**src/rtl/jtag_tap_ctrl_if.sv**
```systemverilog
// Pin-level bundle between the TAP controller and its JTAG host / scan chains.
// The slave modport is the TAP controller; master is the host/chain side.
interface jtag_tap_ctrl_if #(
  parameter int IR_W = 4
);
  logic            tms;
  logic            tdi;
  logic            tdo;
  logic            tdo_en;
  logic            bsr_so;
  logic            scan_so;
  logic            capture_dr;
  logic            shift_dr;
  logic            update_dr;
  logic            bsr_sel;
  logic            bsr_en;
  logic            scan_sel;
  logic [IR_W-1:0] ir_out;

  modport master (
    output tms, tdi, bsr_so, scan_so,
    input  tdo, tdo_en, capture_dr, shift_dr, update_dr,
           bsr_sel, bsr_en, scan_sel, ir_out
  );

  modport slave (
    input  tms, tdi, bsr_so, scan_so,
    output tdo, tdo_en, capture_dr, shift_dr, update_dr,
           bsr_sel, bsr_en, scan_sel, ir_out
  );
endinterface

```
**src/rtl/jtag_tap_ctrl.sv**
```systemverilog
// IEEE 1149.1-style TAP controller: TMS-decoded 16-state FSM, instruction register, DR strobes, TDO mux.
// Define JTAG_IDCODE_EN to build the 32-bit IDCODE register and make OP_IDCODE the reset instruction.
module jtag_tap_ctrl #(
  parameter int              IR_W       = 4,
`ifdef JTAG_IDCODE_EN
  parameter logic [31:0]     IDCODE_VAL = 32'h1234_5001,
  parameter logic [IR_W-1:0] OP_IDCODE  = IR_W'(2),
`endif
  parameter logic [IR_W-1:0] OP_EXTEST  = IR_W'(0),
  parameter logic [IR_W-1:0] OP_SAMPLE  = IR_W'(1),
  parameter logic [IR_W-1:0] OP_SCAN    = IR_W'(3),
  parameter logic [IR_W-1:0] OP_BYPASS  = '1
) (
  input logic            clock,
  input logic            rst_l,
  jtag_tap_ctrl_if.slave jtag
);

  // Standard 1149.1 state encodings, so the state register reads like a datasheet.
  typedef enum logic [3:0] {
    EX2_DR = 4'h0,
    EX1_DR = 4'h1,
    SH_DR  = 4'h2,
    PA_DR  = 4'h3,
    SEL_IR = 4'h4,
    UPD_DR = 4'h5,
    CAP_DR = 4'h6,
    SEL_DR = 4'h7,
    EX2_IR = 4'h8,
    EX1_IR = 4'h9,
    SH_IR  = 4'hA,
    PA_IR  = 4'hB,
    RTI    = 4'hC,
    UPD_IR = 4'hD,
    CAP_IR = 4'hE,
    TLR    = 4'hF
  } tap_state_t;

`ifdef JTAG_IDCODE_EN
  localparam logic [IR_W-1:0] RESET_OP = OP_IDCODE;
`else
  localparam logic [IR_W-1:0] RESET_OP = OP_BYPASS;
`endif
  localparam logic [IR_W-1:0] IR_CAPTURE = IR_W'(2'b01);

  tap_state_t      state;
  tap_state_t      next_state;
  logic [IR_W-1:0] ir;
  logic [IR_W-1:0] ir_sh;
  logic            byp;
  logic            bsr_sel;
  logic            scan_sel;
  logic            dr_strobe_en;
  logic            tdo;

  // NOTE: sequential state uses non-blocking assignments so every register samples pre-edge values.
  always_ff @(posedge clock or negedge rst_l) begin
    if (!rst_l) state <= TLR;
    else        state <= next_state;
  end

  // NOTE: next_state defaults to state first, so no path through the case can infer a latch.
  always_comb begin
    next_state = state;
    case (state)
      TLR:     next_state = jtag.tms ? TLR    : RTI;
      RTI:     next_state = jtag.tms ? SEL_DR : RTI;
      SEL_DR:  next_state = jtag.tms ? SEL_IR : CAP_DR;
      SEL_IR:  next_state = jtag.tms ? TLR    : CAP_IR;
      CAP_DR:  next_state = jtag.tms ? EX1_DR : SH_DR;
      SH_DR:   next_state = jtag.tms ? EX1_DR : SH_DR;
      EX1_DR:  next_state = jtag.tms ? UPD_DR : PA_DR;
      PA_DR:   next_state = jtag.tms ? EX2_DR : PA_DR;
      EX2_DR:  next_state = jtag.tms ? UPD_DR : SH_DR;
      UPD_DR:  next_state = jtag.tms ? SEL_DR : RTI;
      CAP_IR:  next_state = jtag.tms ? EX1_IR : SH_IR;
      SH_IR:   next_state = jtag.tms ? EX1_IR : SH_IR;
      EX1_IR:  next_state = jtag.tms ? UPD_IR : PA_IR;
      PA_IR:   next_state = jtag.tms ? EX2_IR : PA_IR;
      EX2_IR:  next_state = jtag.tms ? UPD_IR : SH_IR;
      UPD_IR:  next_state = jtag.tms ? SEL_DR : RTI;
      default: next_state = TLR;
    endcase
  end

  // The active instruction only moves on update or on TLR entry, never while ir_sh is shifting.
  always_ff @(posedge clock or negedge rst_l) begin
    if (!rst_l) begin
      ir    <= RESET_OP;
      ir_sh <= '0;
    end else begin
      if (state == CAP_IR)     ir_sh <= IR_CAPTURE;
      else if (state == SH_IR) ir_sh <= {jtag.tdi, ir_sh[IR_W-1:1]};

      if (next_state == TLR)    ir <= RESET_OP;
      else if (state == UPD_IR) ir <= ir_sh;
    end
  end

  always_ff @(posedge clock or negedge rst_l) begin
    if (!rst_l)               byp <= 1'b0;
    else if (state == CAP_DR) byp <= 1'b0;
    else if (state == SH_DR)  byp <= jtag.tdi;
  end

`ifdef JTAG_IDCODE_EN
  logic [31:0] id_sh;
  logic        id_sel;

  assign id_sel = (ir == OP_IDCODE);

  always_ff @(posedge clock or negedge rst_l) begin
    if (!rst_l)               id_sh <= IDCODE_VAL;
    else if (state == CAP_DR) id_sh <= IDCODE_VAL;
    else if (state == SH_DR)  id_sh <= {jtag.tdi, id_sh[31:1]};
  end
`endif

  assign bsr_sel      = (ir == OP_EXTEST) || (ir == OP_SAMPLE);
  assign scan_sel     = (ir == OP_SCAN);
  // Chain strobes only fire when a real chain is selected; bypass/IDCODE scans leave cells untouched.
  assign dr_strobe_en = bsr_sel || scan_sel;

  always_comb begin
    tdo = 1'b0;
    if (state == SH_IR) begin
      tdo = ir_sh[0];
    end else if (state == SH_DR) begin
      if (bsr_sel)       tdo = jtag.bsr_so;
      else if (scan_sel) tdo = jtag.scan_so;
`ifdef JTAG_IDCODE_EN
      else if (id_sel)   tdo = id_sh[0];
`endif
      else               tdo = byp;
    end
  end

  assign jtag.tdo        = tdo;
  assign jtag.tdo_en     = (state == SH_DR) || (state == SH_IR);
  assign jtag.capture_dr = (state == CAP_DR) && dr_strobe_en;
  assign jtag.shift_dr   = (state == SH_DR)  && dr_strobe_en;
  assign jtag.update_dr  = (state == UPD_DR) && dr_strobe_en;
  assign jtag.bsr_sel    = bsr_sel;
  assign jtag.bsr_en     = (ir == OP_EXTEST);
  assign jtag.scan_sel   = scan_sel;
  assign jtag.ir_out     = ir;

endmodule

```
**src/flat_wrapper.sv**
```systemverilog
// flat-port wrapper written by rule: the top's interface ports become plain ports
module jtag_tap_ctrl_flat 
#(
  parameter int              IR_W       = 4,

  parameter logic [IR_W-1:0] OP_EXTEST  = IR_W'(0),
  parameter logic [IR_W-1:0] OP_SAMPLE  = IR_W'(1),
  parameter logic [IR_W-1:0] OP_SCAN    = IR_W'(3),
  parameter logic [IR_W-1:0] OP_BYPASS  = '1
)
  (clock, rst_l, jtag_tms, jtag_tdi, jtag_bsr_so, jtag_scan_so, jtag_tdo, jtag_tdo_en, jtag_capture_dr, jtag_shift_dr, jtag_update_dr, jtag_bsr_sel, jtag_bsr_en, jtag_scan_sel, jtag_ir_out);
  jtag_tap_ctrl_if #(.IR_W(IR_W)) jtag_i ();
  input logic clock;
  input logic rst_l;
  input wire logic [$bits(jtag_i.tms)-1:0] jtag_tms;
  input wire logic [$bits(jtag_i.tdi)-1:0] jtag_tdi;
  input wire logic [$bits(jtag_i.bsr_so)-1:0] jtag_bsr_so;
  input wire logic [$bits(jtag_i.scan_so)-1:0] jtag_scan_so;
  output wire logic [$bits(jtag_i.tdo)-1:0] jtag_tdo;
  output wire logic [$bits(jtag_i.tdo_en)-1:0] jtag_tdo_en;
  output wire logic [$bits(jtag_i.capture_dr)-1:0] jtag_capture_dr;
  output wire logic [$bits(jtag_i.shift_dr)-1:0] jtag_shift_dr;
  output wire logic [$bits(jtag_i.update_dr)-1:0] jtag_update_dr;
  output wire logic [$bits(jtag_i.bsr_sel)-1:0] jtag_bsr_sel;
  output wire logic [$bits(jtag_i.bsr_en)-1:0] jtag_bsr_en;
  output wire logic [$bits(jtag_i.scan_sel)-1:0] jtag_scan_sel;
  output wire logic [$bits(jtag_i.ir_out)-1:0] jtag_ir_out;
  assign jtag_i.tms = jtag_tms;
  assign jtag_i.tdi = jtag_tdi;
  assign jtag_i.bsr_so = jtag_bsr_so;
  assign jtag_i.scan_so = jtag_scan_so;
  assign jtag_tdo = jtag_i.tdo;
  assign jtag_tdo_en = jtag_i.tdo_en;
  assign jtag_capture_dr = jtag_i.capture_dr;
  assign jtag_shift_dr = jtag_i.shift_dr;
  assign jtag_update_dr = jtag_i.update_dr;
  assign jtag_bsr_sel = jtag_i.bsr_sel;
  assign jtag_bsr_en = jtag_i.bsr_en;
  assign jtag_scan_sel = jtag_i.scan_sel;
  assign jtag_ir_out = jtag_i.ir_out;
  jtag_tap_ctrl #(.IR_W(IR_W), .OP_EXTEST(OP_EXTEST), .OP_SAMPLE(OP_SAMPLE), .OP_SCAN(OP_SCAN), .OP_BYPASS(OP_BYPASS)) u_core (.clock(clock), .rst_l(rst_l), .jtag(jtag_i));
endmodule
```
**config.mk**
```make
export PLATFORM = sky130hd
export DESIGN_NAME = jtag_tap_ctrl_flat
export DESIGN_NICKNAME = d
export VERILOG_FILES = /design/src/rtl/jtag_tap_ctrl_if.sv /design/src/rtl/jtag_tap_ctrl.sv /design/src/flat_wrapper.sv
export SDC_FILE = /design/constraint.sdc
export NUM_CORES = 1
export LEC_CHECK = 0
export BUFFER_PORTS_ARGS = -buffer_cell sky130_fd_sc_hd__buf_2
export CORE_MARGIN = 2
export CORE_UTILIZATION = 46
export CTS_CLUSTER_DIAMETER = 50
export DETAILED_ROUTE_END_ITERATION = 12
export GPL_TIMING_DRIVEN = 0
export PLACE_DENSITY = 0.76
export REMOVE_ABC_BUFFERS = 1
export SLEW_MARGIN = 10
export SYNTH_ARGS = -nofsm -noshare
export SYNTH_HDL_FRONTEND = slang
export SYNTH_SLANG_ARGS = --single-unit
```
**constraint.sdc**
```tcl
create_clock -name clock -period 1.4 [get_ports clock]
set_input_delay 0.07 -clock clock [delete_from_list [all_inputs] [get_ports clock]]
set_output_delay 0.07 -clock clock [all_outputs]
set_load 0.03 [all_outputs]
```
# After elaboration in Yosys (flattened, before gate mapping)
# Cells that the tools add are included.
[word_totals]
ff_bits = 13
inputBits = 6
output_inout_bits = 12
word_cells = 59
[op_classes]
eq_ne = 18
n_mux = 23
n_reduce_logical = 14
[ops]
columns = ["op", "n"]
rows = [
  ["4-bit case mux with 12 select lines", 1],
  ["4-bit equality test, second input constant", 9],
  ["4-bit two-way mux", 5],
  ["4-bit by 3-bit equality test with 1-bit output, second input constant", 4],
  ["4-bit by 2-bit equality test with 1-bit output, second input constant", 3],
  ["2-bit two-way mux", 6],
  ["3-bit two-way mux", 4],
  ["4-bit by 1-bit equality test with 1-bit output, second input constant", 2],
  ["4-bit logical NOT", 2],
  ["1-bit two-way mux", 7],
  ["2-bit nonzero test", 3],
  ["2-bit OR reduction", 2],
  ["1-bit logical AND", 3],
  ["1-bit logical OR", 3],
  ["3-bit OR reduction", 1],
]

# Longest topological paths before layout
[logic_depth]
ltp_word = 5
depth_mapped = 5
depth_no_buf = 3

# Worst setup path after synthesis
# Ideal clock, no wire load.
[synth_path]
path_type = "flip-flop to output port"
start = "register u_core.state[1]"
end = "output jtag_shift_dr"
t_arrival_ns = 2.448
slack_ns = -1.118
path_stages_with_launch = 3
n_path_buf = 0
cell_sequence = "dfstp_2 or3b_1 a2111oi_0"
[synth_between]
elab_chain_len = 2
[synth_lines]
columns = ["element", "line_no", "rtl"]
rows = [
  ["from (decl)", "jtag_tap_ctrl.sv:46", "tap_state_t state;"],
  ["from (signal assigned)", "jtag_tap_ctrl.sv:59", "else state <= next_state;"],
  ["4-bit by 2-bit equality test with 1-bit output", "jtag_tap_ctrl.sv:141", "assign jtag.shift_dr = (state == SH_DR) && dr_strobe_en;"],
  ["1-bit logical AND", "jtag_tap_ctrl.sv:141", ""],
  ["to (decl)", "flat_wrapper.sv:22", "output wire logic [$bits(jtag_i.shift_dr)-1:0] jtag_shift_dr;"],
]
# No other way between the ends.

# Worst setup path in the final report
[layout_path]
start = "register u_core.state[1]"
end = "output jtag_tdo"
[layout_between]
elab_chain_len = 3
[layout_lines]
columns = ["element", "line_no", "rtl"]
rows = [
  ["4-bit by 2-bit equality test with 1-bit output", "jtag_tap_ctrl.sv:128", "end else if (state == SH_DR) begin"],
  ["1-bit two-way mux", "jtag_tap_ctrl.sv:128", ""],
  ["1-bit two-way mux *", "jtag_tap_ctrl.sv:126", "if (state == SH_IR) begin"],
  ["to (decl)", "flat_wrapper.sv:19", "output wire logic [$bits(jtag_i.tdo)-1:0] jtag_tdo;"],
]
# Every way passes the cells marked *; elsewhere a longest branch is shown, timed or not.

==> impl_metrics.csv <==
group,metric,value,unit
run_status,status,"finished, violations left",
run_status,violations,"setup timing",
clock_tree,clk_transition_reported_paths,0.07,ns
drt,drc_errors,0,
timing,max_clock_freq,551.5,MHz
placed_design,dpl_cell_area,825.8,um2
floorplan,chipHeight,44.37,um
placed_design,pre_cts_ws,-0.5040,ns
worst_setup_path,cp.arrival,1.74,ns
worst_hold_path,hold_depth,3,
worst_setup_path,worstRegToRegCells,6,
worst_setup_path,rr_endpoint,"u_core.state[1]$_DFF_PN1_",
timing,finalCritPeriodShare,129.5,%
cells_and_area,num_antenna_cells,0,
global_route,grt_overflow,0,
placed_design,detailedPlacementHpwl,1056,um
cells_and_area,design_area,1039,um2
worst_setup_path,criticalPathCategory,"reg2out",
yosys,synth.avg_cell_area,8.817,um2
yosys,postSynth.topFlopCell,"sky130_fd_sc_hd__dfstp_2",
yosys,synth_enable_flop_cells,0,
global_route,grt_start_max_net_pins,17,
timing,fin_setup_tns,-1.903,ns
floorplan,io_pins,18,
timing,fin_skew,0.0009003,ns
cells_and_area,layout-area-overhead-vs-synth,38.56,%
worst_setup_path,ff2ff_setup_slack,-0.23,ns
placed_design,port_buffers,17,
drt,drt_first_pass_iters,5,
global_route,grt_antenna_before_repair,0,
yosys,postSynthCellCount,85,
cells_and_area,final_core_util,68.14,%
floorplan,die_area,1968,um2
power_and_ir_drop,p_leak,0.4813,nW
floorplan,row_count,14,
power_and_ir_drop,peakVddDrop,1.205,mV
yosys,synth.top_cell.area_share,28.05,%
placed_design,gp_congestion,0.7393,
worst_setup_path,worstSetupStartpointType,"register",
yosys,synth_top_area_cell,"sky130_fd_sc_hd__dfstp_2",
timing,slew_at_the_pin_closest_to_its_max_slew_limit,0.4820,ns
clock_tree,cts.path.max_buffers,2,
clock_tree,tritoncts,"built",
timing,grt_setup_unrepaired,"yes",
global_route,wire_length_of_the_first_global_routing_pass,2760,um
worst_setup_path,worst_r2r_startpoint,"u_core.state[2]$_DFF_PN1_",
yosys,synthesis.area,749.5,um2
floorplan,floorplan.initialDensity,49.18,%
cells_and_area,nNetsFinal,117,
clock_tree,clock_latency,0.27,ns
floorplan,placeableCoreArea,1524,um2
clock_tree,cts-buffers-inserted,3,
drt,via_per_inst,5.659,
worst_hold_path,min_to,"u_core.byp$_DFFE_PN0N_",
timing,finalCriticalPeriod,1.813,ns
yosys,synth.distinct_cells,31,
cells_and_area,sequential_cell_area,339.1,um2
drt,vias,713,
drt,ant_nets,0,
worst_hold_path,hp-class,"in2reg",
floorplan,dieWidth,44.37,um
cells_and_area,multi_input_comb_area,420.4,um2
worst_setup_path,path_max_fanout,3,
yosys,cell_types_occupying_the_most_area_after_synthesis,"sky130_fd_sc_hd__dfstp_2, sky130_fd_sc_hd__dfrtp_1, sky130_fd_sc_hd__nand2_1",
worst_hold_path,min-delay-start,"jtag_tdi",
clock_tree,cts.sinks,13,
worst_setup_path,worst_setup_path_end_kind,"primary output",
job,max_cap_violations,0,
worst_setup_path,cp.required,1.33,ns
drt,totalWireLength,1870,um
timing,setup_viol,11,
yosys,synth.yosys.seq_area_share,44.74,%
drt,detail_route.iter0.violations,19,
global_route,grt_pass1_vias,621,
clock_tree,clock_tree.root_cell,"sky130_fd_sc_hd__clkbuf_4",
timing,final_critical_path_setup_slack,-0.4131,ns
timing,slew_violations,0,
timing,slew-limit-headroom,67.57,%
yosys,asyncSetResetFlopFracSynth,100.0,%
yosys,synth-seq-cells,13,
timing,hold_viol,0,
global_route,grt_util_all_layers,19.38,%
cells_and_area,layout.filler_cells,102,
cells_and_area,final_layout_size_suffix_gt1_share,44.55,%
yosys,synth-warning-count,0,
power_and_ir_drop,power_density,2402,nW/um2
clock_tree,cts_htree_levels,1,
drt,avgRoutedWirePerCell,14.84,um
-- per-stage QoR --
step	total power (W)	hold WS, ns	instances
4_1_cts	0.002350	0.07751	124
6_report	0.002495	0.08413	126
5_1_grt	0.002628	0.1014	126
3_3_place_gp	0.001755	-0.03851	111
3_5_place_dp	0.001799	-0.02904	111
2_1_floorplan	0.001537	-0.2256	78
-- worst max path at each step --
stage                                   start             to  slack [ns]
detailed placement  u_core.state[1]$_DFF_PN1_       jtag_tdo       -0.50
global route        u_core.state[1]$_DFF_PN1_       jtag_tdo       -0.45
floorplan           u_core.state[1]$_DFF_PN1_  jtag_shift_dr       -1.21
CTS                 u_core.state[1]$_DFF_PN1_       jtag_tdo       -0.38
finish              u_core.state[1]$_DFF_PN1_       jtag_tdo       -0.41
global placement    u_core.state[1]$_DFF_PN1_       jtag_tdo       -0.43
-- final cells by class --
type | instances | area share [%]
Multi-Input combinational cell | 61 | 40.48
Timing Repair Buffer | 28 | 20.96
Inverter | 4 | 1.446
Sequential cell | 13 | 32.65
Clock buffer | 4 | 2.530
Tap cell | 16 | 1.928
-- routing by layer --
metal  wire, um  global-route usage [%]
met2        992                   34.41
met3         61                   2.449
met4          0                   7.273
met5          0                       0
met1        817                   23.88
-- synth_stat cells, types with 2 or more instances --
cell and count:
sky130_fd_sc_hd__inv_1 4, sky130_fd_sc_hd__buf_2 2, sky130_fd_sc_hd__clkbuf_1 5, sky130_fd_sc_hd__o21ai_0 8, sky130_fd_sc_hd__or2b_1 2, sky130_fd_sc_hd__dfstp_2 8
sky130_fd_sc_hd__nand2_1 16, sky130_fd_sc_hd__dfrtp_1 5, sky130_fd_sc_hd__nor3_1 2, sky130_fd_sc_hd__mux2i_1 4, sky130_fd_sc_hd__a2111oi_0 2, sky130_fd_sc_hd__nor2_1 7
sky130_fd_sc_hd__a21oi_1 2
-- power breakdown --
| part | internal [W] | switching [W] |
|---|---|---|
| Sequential | 0.000647 | 0.000281 |
| Clock | 0.000111 | 0.000120 |
| Combinational | 0.000614 | 0.000722 |
| Total | 0.00137 | 0.00112 |
-- critical path, stage by stage (launching register included) --
cell	delay [ns]
sky130_fd_sc_hd__dfstp_2	0.54
sky130_fd_sc_hd__or3b_4	0.42
sky130_fd_sc_hd__a2111oi_4	0.20
sky130_fd_sc_hd__a32o_2	0.18
sky130_fd_sc_hd__buf_6	0.13
-- cells in the final DEF (no fill, tap or decap), drive strengths merged --
master and count:
buf 27, nand2 16, o21ai 8, dfstp 8
nor2 7, dfrtp 5, mux2i 4, inv 4
clkbuf 4, or2b 2, nor3 2, a2111oi 2
or3b 2, a21oi 2, nand3 1, a22o 1
a311o 1, mux2 1, or2 1, nand2b 1
a2111o 1, nor3b 1, nor4b 1, nor4 1
a32o 1, and3 1, o211ai 1, nand4b 1
o31ai 1, nand3b 1, dlygate4sd3 1
-- flip-flops by register name (all words and copies together), names as in the netlist --
register            flops
u_core.state            4
u_core.ir_sh            4
u_core.jtag.ir_out      4
u_core.byp              1
-- timing repair --
action	CTS	global route
buffers inserted	8	2
endpoints found under the setup margin	6	16
pin swaps	6	4
hold buffers	1	0
gates resized for setup	20	8
gates cloned	0	0
endpoints found under the hold margin	13	0
-- cell families (layout without fill, tap and decap cells) --
logic type	after synthesis	in the layout	share of synthesized area (%)
DFF	13	13	44.74
AOI/OAI and AO/OA	18	18	16.36
muxes	5	5	6.845
and+or+nand+nor	38	38	26.21
buffers and inverters	11	36	5.843
Power figures use the tool's default switching activity.
